===== config.mk =====
export PLATFORM = sky130hd
export DESIGN_NAME = cpu_out_fifo_flat
export DESIGN_NICKNAME = d
export VERILOG_FILES = /design/src/rtl/cpu_out_fifo_if.sv /design/src/rtl/cpu_out_fifo.sv /design/src/flat_wrapper.sv
export SDC_FILE = /design/constraint.sdc
export NUM_CORES = 1
export LEC_CHECK = 0
export ABC_AREA = 0
export CAP_MARGIN = 20
export CORE_UTILIZATION = 25
export DETAILED_ROUTE_END_ITERATION = 8
export SYNTH_ARGS = -nofsm -noshare
export SYNTH_HDL_FRONTEND = slang
export SYNTH_SLANG_ARGS = --single-unit

===== constraint.sdc =====
create_clock -name clock -period 5.6 [get_ports clock]
set_input_delay 1.12 -clock clock [delete_from_list [all_inputs] [get_ports clock]]
set_output_delay 1.12 -clock clock [all_outputs]
set_load 0.005 [all_outputs]

===== src/rtl/cpu_out_fifo_if.sv =====
// -----------------------------------------------------------------------------
// cpu_out_fifo_if
//   Consumer-side valid/ready handshake of the CPU output FIFO.
//
//   Signals:
//     outValid  FIFO head is valid (driven by the FIFO)
//     outData   FIFO head word     (driven by the FIFO)
//     outReady  consumer accepts the head this cycle (driven by the consumer)
//
//   Modports:
//     master  the FIFO side (drives outValid/outData, samples outReady)
//     slave   the consumer side
// -----------------------------------------------------------------------------
interface cpu_out_fifo_if #(
    parameter int WIDTH = 36
);
    logic             outValid;
    logic [WIDTH-1:0] outData;
    logic             outReady;

    modport master (
        output outValid,
        output outData,
        input  outReady
    );

    modport slave (
        input  outValid,
        input  outData,
        output outReady
    );
endinterface


===== src/rtl/cpu_out_fifo.sv =====
// -----------------------------------------------------------------------------
// cpu_out_fifo
//   Output port of the pipelined CPU. Every write-back outFlag pulse pushes the
//   word on `out` into a DEPTH-entry first-word-fall-through FIFO, which a
//   consumer drains over a valid/ready handshake. stallOut is raised one entry
//   before the FIFO is full so the hazard unit can stop the CPU with one word
//   still in flight. Dropped pushes are flagged (sticky overflow) and counted.
//
//   Ports:
//     clock, reset        single clock; synchronous active-low reset
//     outFlag, out        CPU push strobe and word
//     stallOut            stall request to the hazard unit (count >= DEPTH-1)
//     cons                consumer handshake (cpu_out_fifo_if.master)
//     count               occupancy 0..DEPTH
//     overflow            sticky: at least one push was dropped
//     pushCount           accepted pushes, wraps
//     dropCount           dropped pushes, saturates
//
//   Optional build macro OUT_CHECK_EN adds an output checker:
//     expectData          word the consumer expects at the next pop
//     checkIndex          number of words popped so far
//     mismatch            sticky: a popped word differed from expectData
//     firstMismatchIndex  checkIndex value of the first differing pop
// -----------------------------------------------------------------------------
module cpu_out_fifo #(
    parameter int WIDTH     = 36,
    parameter int DEPTH     = 8,
    parameter int ADDRWIDTH = 3,
    parameter int CNTWIDTH  = 16
) (
    input  logic                 clock,
    input  logic                 reset,
    input  logic                 outFlag,
    input  logic [WIDTH-1:0]     out,
    output logic                 stallOut,
    cpu_out_fifo_if.master       cons,
    output logic [ADDRWIDTH:0]   count,
    output logic                 overflow,
    output logic [CNTWIDTH-1:0]  pushCount,
    output logic [CNTWIDTH-1:0]  dropCount
`ifdef OUT_CHECK_EN
    ,
    input  logic [WIDTH-1:0]     expectData,
    output logic [CNTWIDTH-1:0]  checkIndex,
    output logic                 mismatch,
    output logic [CNTWIDTH-1:0]  firstMismatchIndex
`endif
);

    localparam logic [ADDRWIDTH:0] FULL_CNT = (ADDRWIDTH + 1)'(DEPTH);
    localparam logic [ADDRWIDTH:0] NEAR_CNT = (ADDRWIDTH + 1)'(DEPTH - 1);

    logic [WIDTH-1:0]     mem_q [DEPTH];
    logic [ADDRWIDTH-1:0] wr_ptr_q, wr_ptr_d;
    logic [ADDRWIDTH-1:0] rd_ptr_q, rd_ptr_d;
    logic [ADDRWIDTH:0]   count_q, count_d;
    logic                 overflow_q, overflow_d;
    logic [CNTWIDTH-1:0]  push_count_q, push_count_d;
    logic [CNTWIDTH-1:0]  drop_count_q, drop_count_d;

    logic not_empty;
    logic pop;
    logic push_acc;
    logic push_drop;

    // Handshake decode. A push into a full FIFO still fits when the head
    // leaves in the same cycle.
    always_comb begin
        not_empty = (count_q != '0);
        pop       = not_empty & cons.outReady;
        push_acc  = outFlag & ((count_q != FULL_CNT) | pop);
        push_drop = outFlag & ~push_acc;
    end

    always_comb begin
        wr_ptr_d     = wr_ptr_q;
        rd_ptr_d     = rd_ptr_q;
        count_d      = count_q;
        overflow_d   = overflow_q;
        push_count_d = push_count_q;
        drop_count_d = drop_count_q;

        if (push_acc) begin
            wr_ptr_d     = wr_ptr_q + 1'b1;
            push_count_d = push_count_q + 1'b1;
        end
        if (pop) begin
            rd_ptr_d = rd_ptr_q + 1'b1;
        end
        if (push_drop) begin
            overflow_d = 1'b1;
            if (drop_count_q != '1) begin
                drop_count_d = drop_count_q + 1'b1;
            end
        end

        unique case ({push_acc, pop})
            2'b10:   count_d = count_q + 1'b1;
            2'b01:   count_d = count_q - 1'b1;
            default: count_d = count_q;
        endcase
    end

    always_ff @(posedge clock) begin
        if (!reset) begin
            wr_ptr_q     <= '0;
            rd_ptr_q     <= '0;
            count_q      <= '0;
            overflow_q   <= 1'b0;
            push_count_q <= '0;
            drop_count_q <= '0;
        end else begin
            wr_ptr_q     <= wr_ptr_d;
            rd_ptr_q     <= rd_ptr_d;
            count_q      <= count_d;
            overflow_q   <= overflow_d;
            push_count_q <= push_count_d;
            drop_count_q <= drop_count_d;
        end
    end

    // Storage is not cleared by reset; stale entries are never visible
    // because the head is masked while the FIFO is empty.
    always_ff @(posedge clock) begin
        if (reset && push_acc) begin
            mem_q[wr_ptr_q] <= out;
        end
    end

    always_comb begin
        cons.outValid = not_empty;
        cons.outData  = not_empty ? mem_q[rd_ptr_q] : '0;
        stallOut      = (count_q >= NEAR_CNT);
        count         = count_q;
        overflow      = overflow_q;
        pushCount     = push_count_q;
        dropCount     = drop_count_q;
    end

`ifdef OUT_CHECK_EN
    logic [CNTWIDTH-1:0] check_index_q, check_index_d;
    logic                mismatch_q, mismatch_d;
    logic [CNTWIDTH-1:0] first_idx_q, first_idx_d;

    always_comb begin
        check_index_d = check_index_q;
        mismatch_d    = mismatch_q;
        first_idx_d   = first_idx_q;
        if (pop) begin
            check_index_d = check_index_q + 1'b1;
            // Only the first difference is recorded; later ones keep the index.
            if ((cons.outData != expectData) && !mismatch_q) begin
                mismatch_d  = 1'b1;
                first_idx_d = check_index_q;
            end
        end
    end

    always_ff @(posedge clock) begin
        if (!reset) begin
            check_index_q <= '0;
            mismatch_q    <= 1'b0;
            first_idx_q   <= '0;
        end else begin
            check_index_q <= check_index_d;
            mismatch_q    <= mismatch_d;
            first_idx_q   <= first_idx_d;
        end
    end

    always_comb begin
        checkIndex         = check_index_q;
        mismatch           = mismatch_q;
        firstMismatchIndex = first_idx_q;
    end
`endif

endmodule


===== src/flat_wrapper.sv =====
// flat-port wrapper written by rule: the top's interface ports become plain ports
module cpu_out_fifo_flat 
#(
    parameter int WIDTH     = 36,
    parameter int DEPTH     = 8,
    parameter int ADDRWIDTH = 3,
    parameter int CNTWIDTH  = 16
)
  (clock, reset, outFlag, out, stallOut, count, overflow, pushCount, dropCount, cons_outValid, cons_outData, cons_outReady);
  cpu_out_fifo_if #(.WIDTH(WIDTH)) cons_i ();
  input  logic clock;
  input  logic reset;
  input  logic outFlag;
  input  logic [WIDTH-1:0] out;
  output logic stallOut;
  output logic [ADDRWIDTH:0] count;
  output logic overflow;
  output logic [CNTWIDTH-1:0] pushCount;
  output logic [CNTWIDTH-1:0] dropCount;
  output wire logic [$bits(cons_i.outValid)-1:0] cons_outValid;
  output wire logic [$bits(cons_i.outData)-1:0] cons_outData;
  input wire logic [$bits(cons_i.outReady)-1:0] cons_outReady;
  assign cons_outValid = cons_i.outValid;
  assign cons_outData = cons_i.outData;
  assign cons_i.outReady = cons_outReady;
  cpu_out_fifo #(.WIDTH(WIDTH), .DEPTH(DEPTH), .ADDRWIDTH(ADDRWIDTH), .CNTWIDTH(CNTWIDTH)) u_core (.clock(clock), .reset(reset), .outFlag(outFlag), .out(out), .stallOut(stallOut), .cons(cons_i), .count(count), .overflow(overflow), .pushCount(pushCount), .dropCount(dropCount));
endmodule

==> After elaboration in Yosys (flattened, before gate mapping) <==
Memories as Yosys holds them, arrays and structs flattened. A register that Yosys moved wholly into a read port is not among the register bits.
Cells that the tools add are included.
{ "word_totals": {"out_inout_bits": 75, "wordCells": 33, "reg_bits": 43, "inputBits": 40, "ram_bits": 288, "mem_count": 1} }
{ "memory_table": {"columns": ["name", "words", "width", "rd", "rd_clocked_by_memory_dff", "wr", "line", "source"], "rows": [
  ["u_core.mem_q", 8, 36, 1, 1, 1, "cpu_out_fifo.sv:53", "logic [WIDTH-1:0] mem_q [DEPTH];"]
]} }
{ "classes": {"add_sub_neg": 6, "eq_ne": 4, "n_bitwise": 5, "magnitude_cmp": 1, "n_reduce_logical": 4, "n_mux": 6} }
{ "ops": {"columns": ["op", "n"], "rows": [
  ["2-to-1 mux 36 bit", 1],
  ["adder 16 x 1 -> 16 bit (second input constant)", 2],
  ["inequality test 16 bit (second input constant)", 1],
  ["one-hot mux 4 bit (2 select lines)", 1],
  ["adder 3 x 1 -> 3 bit (second input constant)", 2],
  ["2-to-1 mux 3 bit", 2],
  ["adder 4 x 1 -> 4 bit (second input constant)", 1],
  ["greater-or-equal comparator 4 x 3 -> 1 bit (second input constant)", 1],
  ["inequality test 4 bit (second input constant)", 1],
  ["nonzero test 4 bit", 1],
  ["subtractor 4 x 1 -> 4 bit (second input constant)", 1],
  ["AND 1 bit", 3],
  ["equality test 2 x 1 -> 1 bit (second input constant)", 1],
  ["equality test 2 bit (second input constant)", 1],
  ["2-to-1 mux 1 bit", 2],
  ["AND reduction 2 bit", 1],
  ["nonzero test 2 bit", 1],
  ["logical AND 1 bit", 1],
  ["inverter 1 bit", 1],
  ["OR 1 bit", 1]
]} }

==> Longest topological paths before layout <==
Gate-level depths: netlist (run 1).
{ "logic_depth": {"ltp_word": 7, "depth_mapped": 10, "ltp_nobuf": 9} }

==> Worst setup path before layout (run 1) <==
No wires, ideal clock.
{ "synth_path": {"kind": "input -> register", "from": "in outFlag", "to": "mem u_core.mem_q[0][0] (enable)", "setup_ns": 0.519, "stages": 3, "t_arrival_ns": 5.098, "path_slack_ns": -0.017, "n_path_buf": 1, "t_required_ns": 5.081, "path_cell_list": "clkbuf_1 > o21ai_1 > nor4_1"} }
{ "synth_between": {"elab_chain_len": 4} }
{ "synth_lines": {"columns": ["element", "line", "source"], "rows": [
  ["start: declaration", "flat_wrapper.sv:13", "input logic outFlag;"],
  ["AND 1 bit", "cpu_out_fifo.sv:71", "push_acc = outFlag & ((count_q != FULL_CNT) | pop);"],
  ["logical AND 1 bit", "cpu_out_fifo.sv:125", "if (reset && push_acc) begin"],
  ["2-to-1 mux 1 bit", "cpu_out_fifo.sv:125", null],
  ["2-to-1 mux 1 bit (not written as such)", "cpu_out_fifo.sv:126", "mem_q[wr_ptr_q] <= out;"],
  ["end: declaration", "cpu_out_fifo.sv:53", null]
]} }
Every way passes these cells.

==> key figures, run 1 <==
Status
  • Status: complete, no violations

Global route
  • Vias in the first global route: 7115
  • GRT Total Usage: 10.8%
  • GR Overflow Total: 0
  • Largest net degree at the start of global routing: 54
  • Initial antenna violation count: 5
  • First-pass GRT wire length: 43.6 mm

Floorplan
  • Starting density of the core: 25.6%
  • Die Y: 232 um
  • Core Area: 0.0517 mm2
  • Die area: 0.0538 mm2
  • Io pins: 115
  • Cell Rows: 83
  • Die Wd: 232 um

Layout
  • Final core occ: 31.6%
  • Number of nets in the layout: 913
  • Most common cell after layout, fill and taps aside: edfxtp_1
  • Commonest non-fill, non-tap cells in the layout: edfxtp_1, clkdlybuf4s50_1, mux4_2
  • Fin area: 0.0164 mm2
  • Ant diodes: 0
  • Area Overhead vs Synth: 23.9%
  • Non-filler instance count after layout: 1572
  • Fraction of layout cells with a size suffix above 1: 17.2%

Drt
  • Metal-1 WL: 12.7 mm
  • DRC Markers: 0
  • Met2 Wirelength: 13.9 mm
  • Iteration-0 DRC Markers: 456
  • Router iterations before antenna repair: 6
  • Post-route ant nets: 0
  • Highest routed layer: met5
  • Via-to-Cell Ratio: 4.48
  • DR vias: 7040
  • Post-Route WL: 28.7 mm
  • Met3 routed WL: 1.55 mm
  • Avg WL per Cell: 18.3 um

Power and ir drop
  • Total Power: 6.54 mW
  • Clock power frac: 34.9%
  • Comb pwr share: 20.8%
  • Leakage: 4.89 nW
  • Power per Cell Area: 399 mW/mm2
  • Switch share: 25.8%
  • Cell Int Power: 4.85 mW
  • P_sw: 1.69 mW
  • Reg power frac: 44.4%
  • Maximum vdd drop: 0.202 mV

Critical path
  • Worst-path maximum fanout: 50
  • Req. time, crit path: 4.48 ns
  • Critical path type: reg -> out
  • Critical path arrival: 3.11 ns
  • Crit. End Element: output pin
  • Worst Setup Start Kind: register

Synth
  • Number of synthesized flops with an enable pin: 288
  • Synth Flop Type: edfxtp_1
  • Seq/Total Area, Yosys: 72.4%
  • Gate Count Post-Synth: 740
  • Syn nets: 787
  • Post-synth ARST share: 0%
  • #FFs+latches synth: 334
  • Yosys warns: 0
  • Synth Cell Area: 0.0132 mm2
  • Syn avg cell area: 17.9 um2
  • Unique masters post-synth: 47

Clock network
  • H-Tree Depth: 2
  • CTS tree: yes
  • Clk sink count: 334
  • Clk buf depth: 3
  • Post-CTS setup buffer count: 0
  • Hold-fix buffers, CTS: 0
  • Clk root buf: clkbuf_16
  • CTS clk-pin slew, worst paths: 0.06 ns
  • Inserted Clock Buffers: 37
  • Post-CTS resize count: 0
  • Clock insertion delay at the later pin of the skew report: 0.53 ns

Placement
  • GP Congestion: 0.715
  • HPWL Detailed: 16.5 mm
  • Placed cells: 1507
  • Dpl cell area: 0.0152 mm2
  • Port buffer count: 114

Timing
  • Fin. max-slew vios: 0
  • Fmax: 0.236 GHz
  • Clock skew: 0.0156 ns
  • Final Hold Fails: 0
  • Period minus WS final: 4.23 ns
  • RSZ-0062 raised after global routing: false
  • Period utilization: 75.6%
  • Final setup vio count: 0
  • Worst Tran Pin Value: 0.827 ns
  • Slew HR: 44.9%

Flow run
  • Maxcap violations: 0

Worst hold path
  • Hold Crit Class: reg -> reg
==> power by group through the flow <==
stage          combinational [mW]  sequential (mW)  clock [mW]
6_report                     1.36             2.90        2.28
2_1_floorplan               0.802             2.86           0
4_1_cts                      1.41             2.91        2.35
3_5_place_dp                 1.40             2.96           0
5_1_grt                      1.50             2.92        2.44
3_3_place_gp                 1.40             2.95           0
==> critical path: stages, from the launching register on <==
cell and delay [ns]:
dfxtp_4 0.66, buf_12 0.42, mux4_2 0.55, mux2i_1 0.34
nor2_1 0.08, clkdlybuf4s50_1 0.47
==> cell type report <==
type                       instances  area (um2)
clock buffer                      46        1000
tap                              680         851
fill                            4993       35400
timing repair buffer             127        1250
sequential                       334        9580
inverter                          10        37.5
clock inverter                    19         144
multi-input combinational        356        3500
==> per-stage QoR <==
stage / TNS, ns / hold WS, ns / setup WS [ns]
after floorplan: -1.22 / 0.454 / -0.0169
after global placement: 0 / 0.468 / 1.52
after detailed placement: 0 / 0.470 / 1.45
after CTS: 0 / 0.485 / 1.28
after global routing: 0 / 0.516 / 1.18
final: 0 / 0.485 / 1.37
==> state kept, by name, indices dropped and copies added, names as in the netlist, named ones only <==
register          cells
u_core.overflow       1
u_core.dropCount     16
u_core.pushCount     16
u_core.count          4
u_core.wr_ptr_q       3
u_core.rd_ptr_q       3
u_core.mem_q        288
==> cell usage after synthesis, types with 12 or more instances <==
cell type	n	share of area [%]
nand2_1	24	0.68
or3_1	12	0.57
o21ai_0	14	0.53
mux4_2	72	12
edfxtp_1	288	65
clkbuf_1	24	0.68
nand3_1	16	0.61
mux2i_1	39	3.0
dfxtp_1	46	7.0
nor2_1	54	1.5
buf_1	12	0.34
a21oi_1	24	0.91
==> logic make-up after synthesis <==
kind of cell             share of synthesized area [%]
flip-flops                                        72.4
buffers and inverters                             1.51
AND/OR/NAND/NOR                                   6.18
multiplexers                                      15.2
XOR/XNOR                                         0.795
adder cells (fa/ha/maj)                          0.720
AO/OA/AOI/OAI                                     3.15
==> path summary, 6_finish.rpt <==
path	startpoint	depth (start not counted)	endpoint	slack [ns]
hold reg to reg	u_core.pushCount[15]	2	u_core.pushCount[15]	0.48
setup reg to reg	u_core.count[1]	5	u_core.mem_q[7][15]	2.80
hold / removal	u_core.pushCount[15]	2	u_core.pushCount[15]	0.48
setup / recovery	register	5	cons_outData[29]	1.37
==> metal layers <==
metal  global-route usage, %  vias up
li1                        -     3233
met1                    14.0     3609
met2                    17.5      149
met3                    2.89       39
met4                    3.27       10
met5                       0        -
Power figures use the tool's default switching activity.
==> inputs of run 2 (changes only) <==
==> constraint.sdc (replaced) <==
create_clock -name clock -period 3.8 [get_ports clock]
set_input_delay 0.76 -clock clock [delete_from_list [all_inputs] [get_ports clock]]
set_output_delay 0.76 -clock clock [all_outputs]
set_load 0.005 [all_outputs]
==> run 2 against run 1 <==
  * Worst hold slack improved by 0.0066 ns
  * Highest routed layer unchanged
  * Sequential power is 46% higher
  * Worst setup slack worse by 1.0 ns
  * Via count hardly changed
  * Wire length rose by 0.55%
  * Clock-buffer cell count unchanged
  * Critical endpoint is now cons_outData[24]
  * Die area did not move
  * Non-clock buffer count rose by 6
  * Cell area grew 1.4%
  * Clock skew shrank 0.0062 ns
  * Clock power grew 54%
  * Combinational power rose by 57%
==> key figures, run 2 (synthesized netlist as in run 1, its figures left out) <==
Clock network
  • Hold-fix buffers, CTS: 0 (unchanged)
  • Post-CTS resize count: 0 (unchanged)
  • Inserted Clock Buffers: 37 (unchanged)
  • Clk sink count: 334 (unchanged)
  • Clk root buf: clkbuf_16
  • CTS tree: yes
  • H-Tree Depth: 2 (unchanged)
  • CTS clk-pin slew, worst paths: 0.06 ns (about the same)
  • Clock insertion delay at the later pin of the skew report: 0.55 ns (+0.02 ns)
  • Post-CTS setup buffer count: 0 (unchanged)
  • Clk buf depth: 3 (unchanged)

Layout
  • Commonest non-fill, non-tap cells in the layout: edfxtp_1, clkdlybuf4s50_1, mux4_2
  • Most common cell after layout, fill and taps aside: edfxtp_1
  • Fraction of layout cells with a size suffix above 1: 17.7% (+0.53 points)
  • Area Overhead vs Synth: 25.6%
  • Fill cell count: 4983 (-0.20%)
  • Ant diodes: 0 (unchanged)
  • Fin area: 0.0166 mm2 (+1.4%)
  • Most flops, register: u_core.mem_q
  • Number of nets in the layout: 919 (+0.66%)
  • Largest register FFs: 288 (unchanged)

Timing
  • Period minus WS final: 3.46 ns
  • Worst Tran Pin Value: 0.741 ns (-0.0856 ns)
  • RSZ-0062 raised after global routing: false
  • Clock skew: 0.00942 ns (-0.00617 ns)
  • Fin worst setup slack: 0.343 ns (-1.02 ns)
  • Setup TNS: 0 ns (unchanged)
  • Fin. max-slew vios: 0 (unchanged)
  • Fmax: 0.289 GHz
  • Final setup vio count: 0 (unchanged)
  • Slew HR: 50.2% (+5.3 points)
  • Final Hold Fails: 0 (unchanged)
  • Period utilization: 91.0%

Placement
  • GP Congestion: 0.734 (+2.7%)
  • HPWL Detailed: 17.4 mm (+5.6%)
  • Worst slack, placed: 0.709 ns (-0.737 ns)
  • Dpl cell area: 0.0154 mm2 (+1.2%)
  • Port buffer count: 114 (unchanged)

Global route
  • Initial antenna violation count: 4 (-1)
  • GR Overflow Total: 0 (unchanged)
  • GRT Total Usage: 10.9% (+0.060 points)
  • Largest net degree at the start of global routing: 42 (-22%)
  • Vias in the first global route: 7343 (+3.2%)
  • First-pass GRT wire length: 44.2 mm (+1.3%)

Floorplan
  • Die area: 0.0538 mm2 (unchanged)
  • Core Area: 0.0517 mm2 (unchanged)
  • Die Y: 232 um (unchanged)
  • Die Wd: 232 um (unchanged)
  • Starting density of the core: 25.6% (unchanged)
  • Cell Rows: 83 (unchanged)
  • Io pins: 115 (unchanged)

Drt
  • Post-Route WL: 28.9 mm (+0.55%)
  • Post-route ant nets: 0 (unchanged)
  • Avg WL per Cell: 18.3 um (+0.10%)
  • Iteration-0 DRC Markers: 455 (-0.22%)
  • Router iterations before antenna repair: 4 (-2)
  • DR vias: 7039 (-0.014%)
  • Via-to-Cell Ratio: 4.46 (-0.46%)
  • DRC Markers: 0 (unchanged)

Status
  • Status: complete, no violations

Critical path
  • CP max-delay cell: mux4_2
  • Critical path type: reg -> out
  • Worst Setup Start Kind: register
  • Req. time, crit path: 3.04 ns (-1.44 ns)
  • Critical path arrival: 2.70 ns (-0.41 ns)
  • Worst-path maximum fanout: 40 (-20%)
  • FF-to-FF End: u_core.count[3]
  • Worst path buffer plus inverter count: 2 (unchanged)
  • Slowest cell delay on critical path: 0.57 ns (-0.09 ns)
  • Worst reg2reg path depth: 9 (+4)
  • R2R Path Start: u_core.count[3]
  • Crit. End Element: output pin
  • Reg2Reg Setup Slack: 1.10 ns (-1.70 ns)
  • Critical-path cell list: buf_12, mux4_2, mux2i_1, nor2_1, clkdlybuf4s50_1
  • Crit path max-delay family: buffers and inverters
  • CP Depth: 5 (unchanged)

Worst hold path
  • WHS Endpoint: u_core.pushCount[15]
  • Hold depth: 2 (unchanged)
  • Hold Crit Class: reg -> reg
  • Critical hold path startpoint: u_core.pushCount[15]

Power and ir drop
  • Power per Cell Area: 594 mW/mm2 (+49%)
  • Leakage: 4.97 nW (+1.7%)
  • Maximum vdd drop: 0.257 mV (+28%)

Flow run
  • Maxcap violations: 0 (unchanged)
[run 2: cell types whose count changed in the layout (fill, tap and decap cells not counted), sizes merged]
| cell | before | now |
|---|---|---|
| clkinvlp | 1 | 0 |
| clkinv | 16 | 15 |
| bufinv | 1 | 3 |
| inv | 11 | 12 |
| buf | 13 | 19 |
[run 2: how the worst max path moves through the flow]
stage                                from              endpoint  slack [ns]
after floorplan           u_core.count[2]    u_core.mem_q[0][0]       -1.46
after global placement            outFlag  u_core.dropCount[10]        0.73
after detailed placement          outFlag  u_core.dropCount[10]        0.71
after CTS                        register      cons_outData[14]        0.25
after global routing             register      cons_outData[21]        0.17
final                            register      cons_outData[24]        0.34
[run 2: worst reg2reg max path, cell delays in order (launching register included)]
cell      delay (ns)
dfxtp_1         0.43
nor4_4          0.74
inv_1           0.30
nand2_1         0.17
inv_1           0.07
ha_1            0.32
nand3_1         0.08
nand2_1         0.16
mux2i_1         0.20
nand4b_1        0.10
[run 2: power by group]
| group | internal, mW | switching [mW] |
|---|---|---|
| clock | 2.03 | 1.48 |
| combinational | 1.18 | 0.960 |
| sequential | 4.09 | 0.125 |
[run 2: final cells by class]
| class | count | area (um2) | area share, % |
|---|---|---|---|
| clock buffers | 46 | 960 | 5.78 |
| clock inverters | 20 | 224 | 1.35 |
| multi-input cells | 356 | 3510 | 21.1 |
| flip-flops and latches | 334 | 9580 | 57.7 |
| well taps | 680 | 851 | 5.13 |
| repair buffers | 133 | 1430 | 8.64 |
| inverters | 10 | 37.5 | 0.226 |
[run 2: metal layers]
layer / vias up / part of all wire, % / global-route usage (%) / wire, um
met1: 3583 / 45 / 14.1 / 12900
met5: - / 0.14 / 0 / 41
met3: 59 / 5.2 / 2.97 / 1510
met2: 147 / 48 / 17.4 / 13700
met4: 8 / 2.4 / 3.78 / 699
li1: 3242 / - / - / -
[run 2: through the flow]
stage	hold WS [ns]	total power [mW]	util (%)	instances
3_3_place_gp	0.466	6.51	29.8	1513
6_report	0.491	9.86	32.1	1579
5_1_grt	0.514	10.3	32.1	1579
4_1_cts	0.492	10.1	32.1	1579
3_5_place_dp	0.476	6.53	29.8	1513
2_1_floorplan	0.454	5.39	-	740
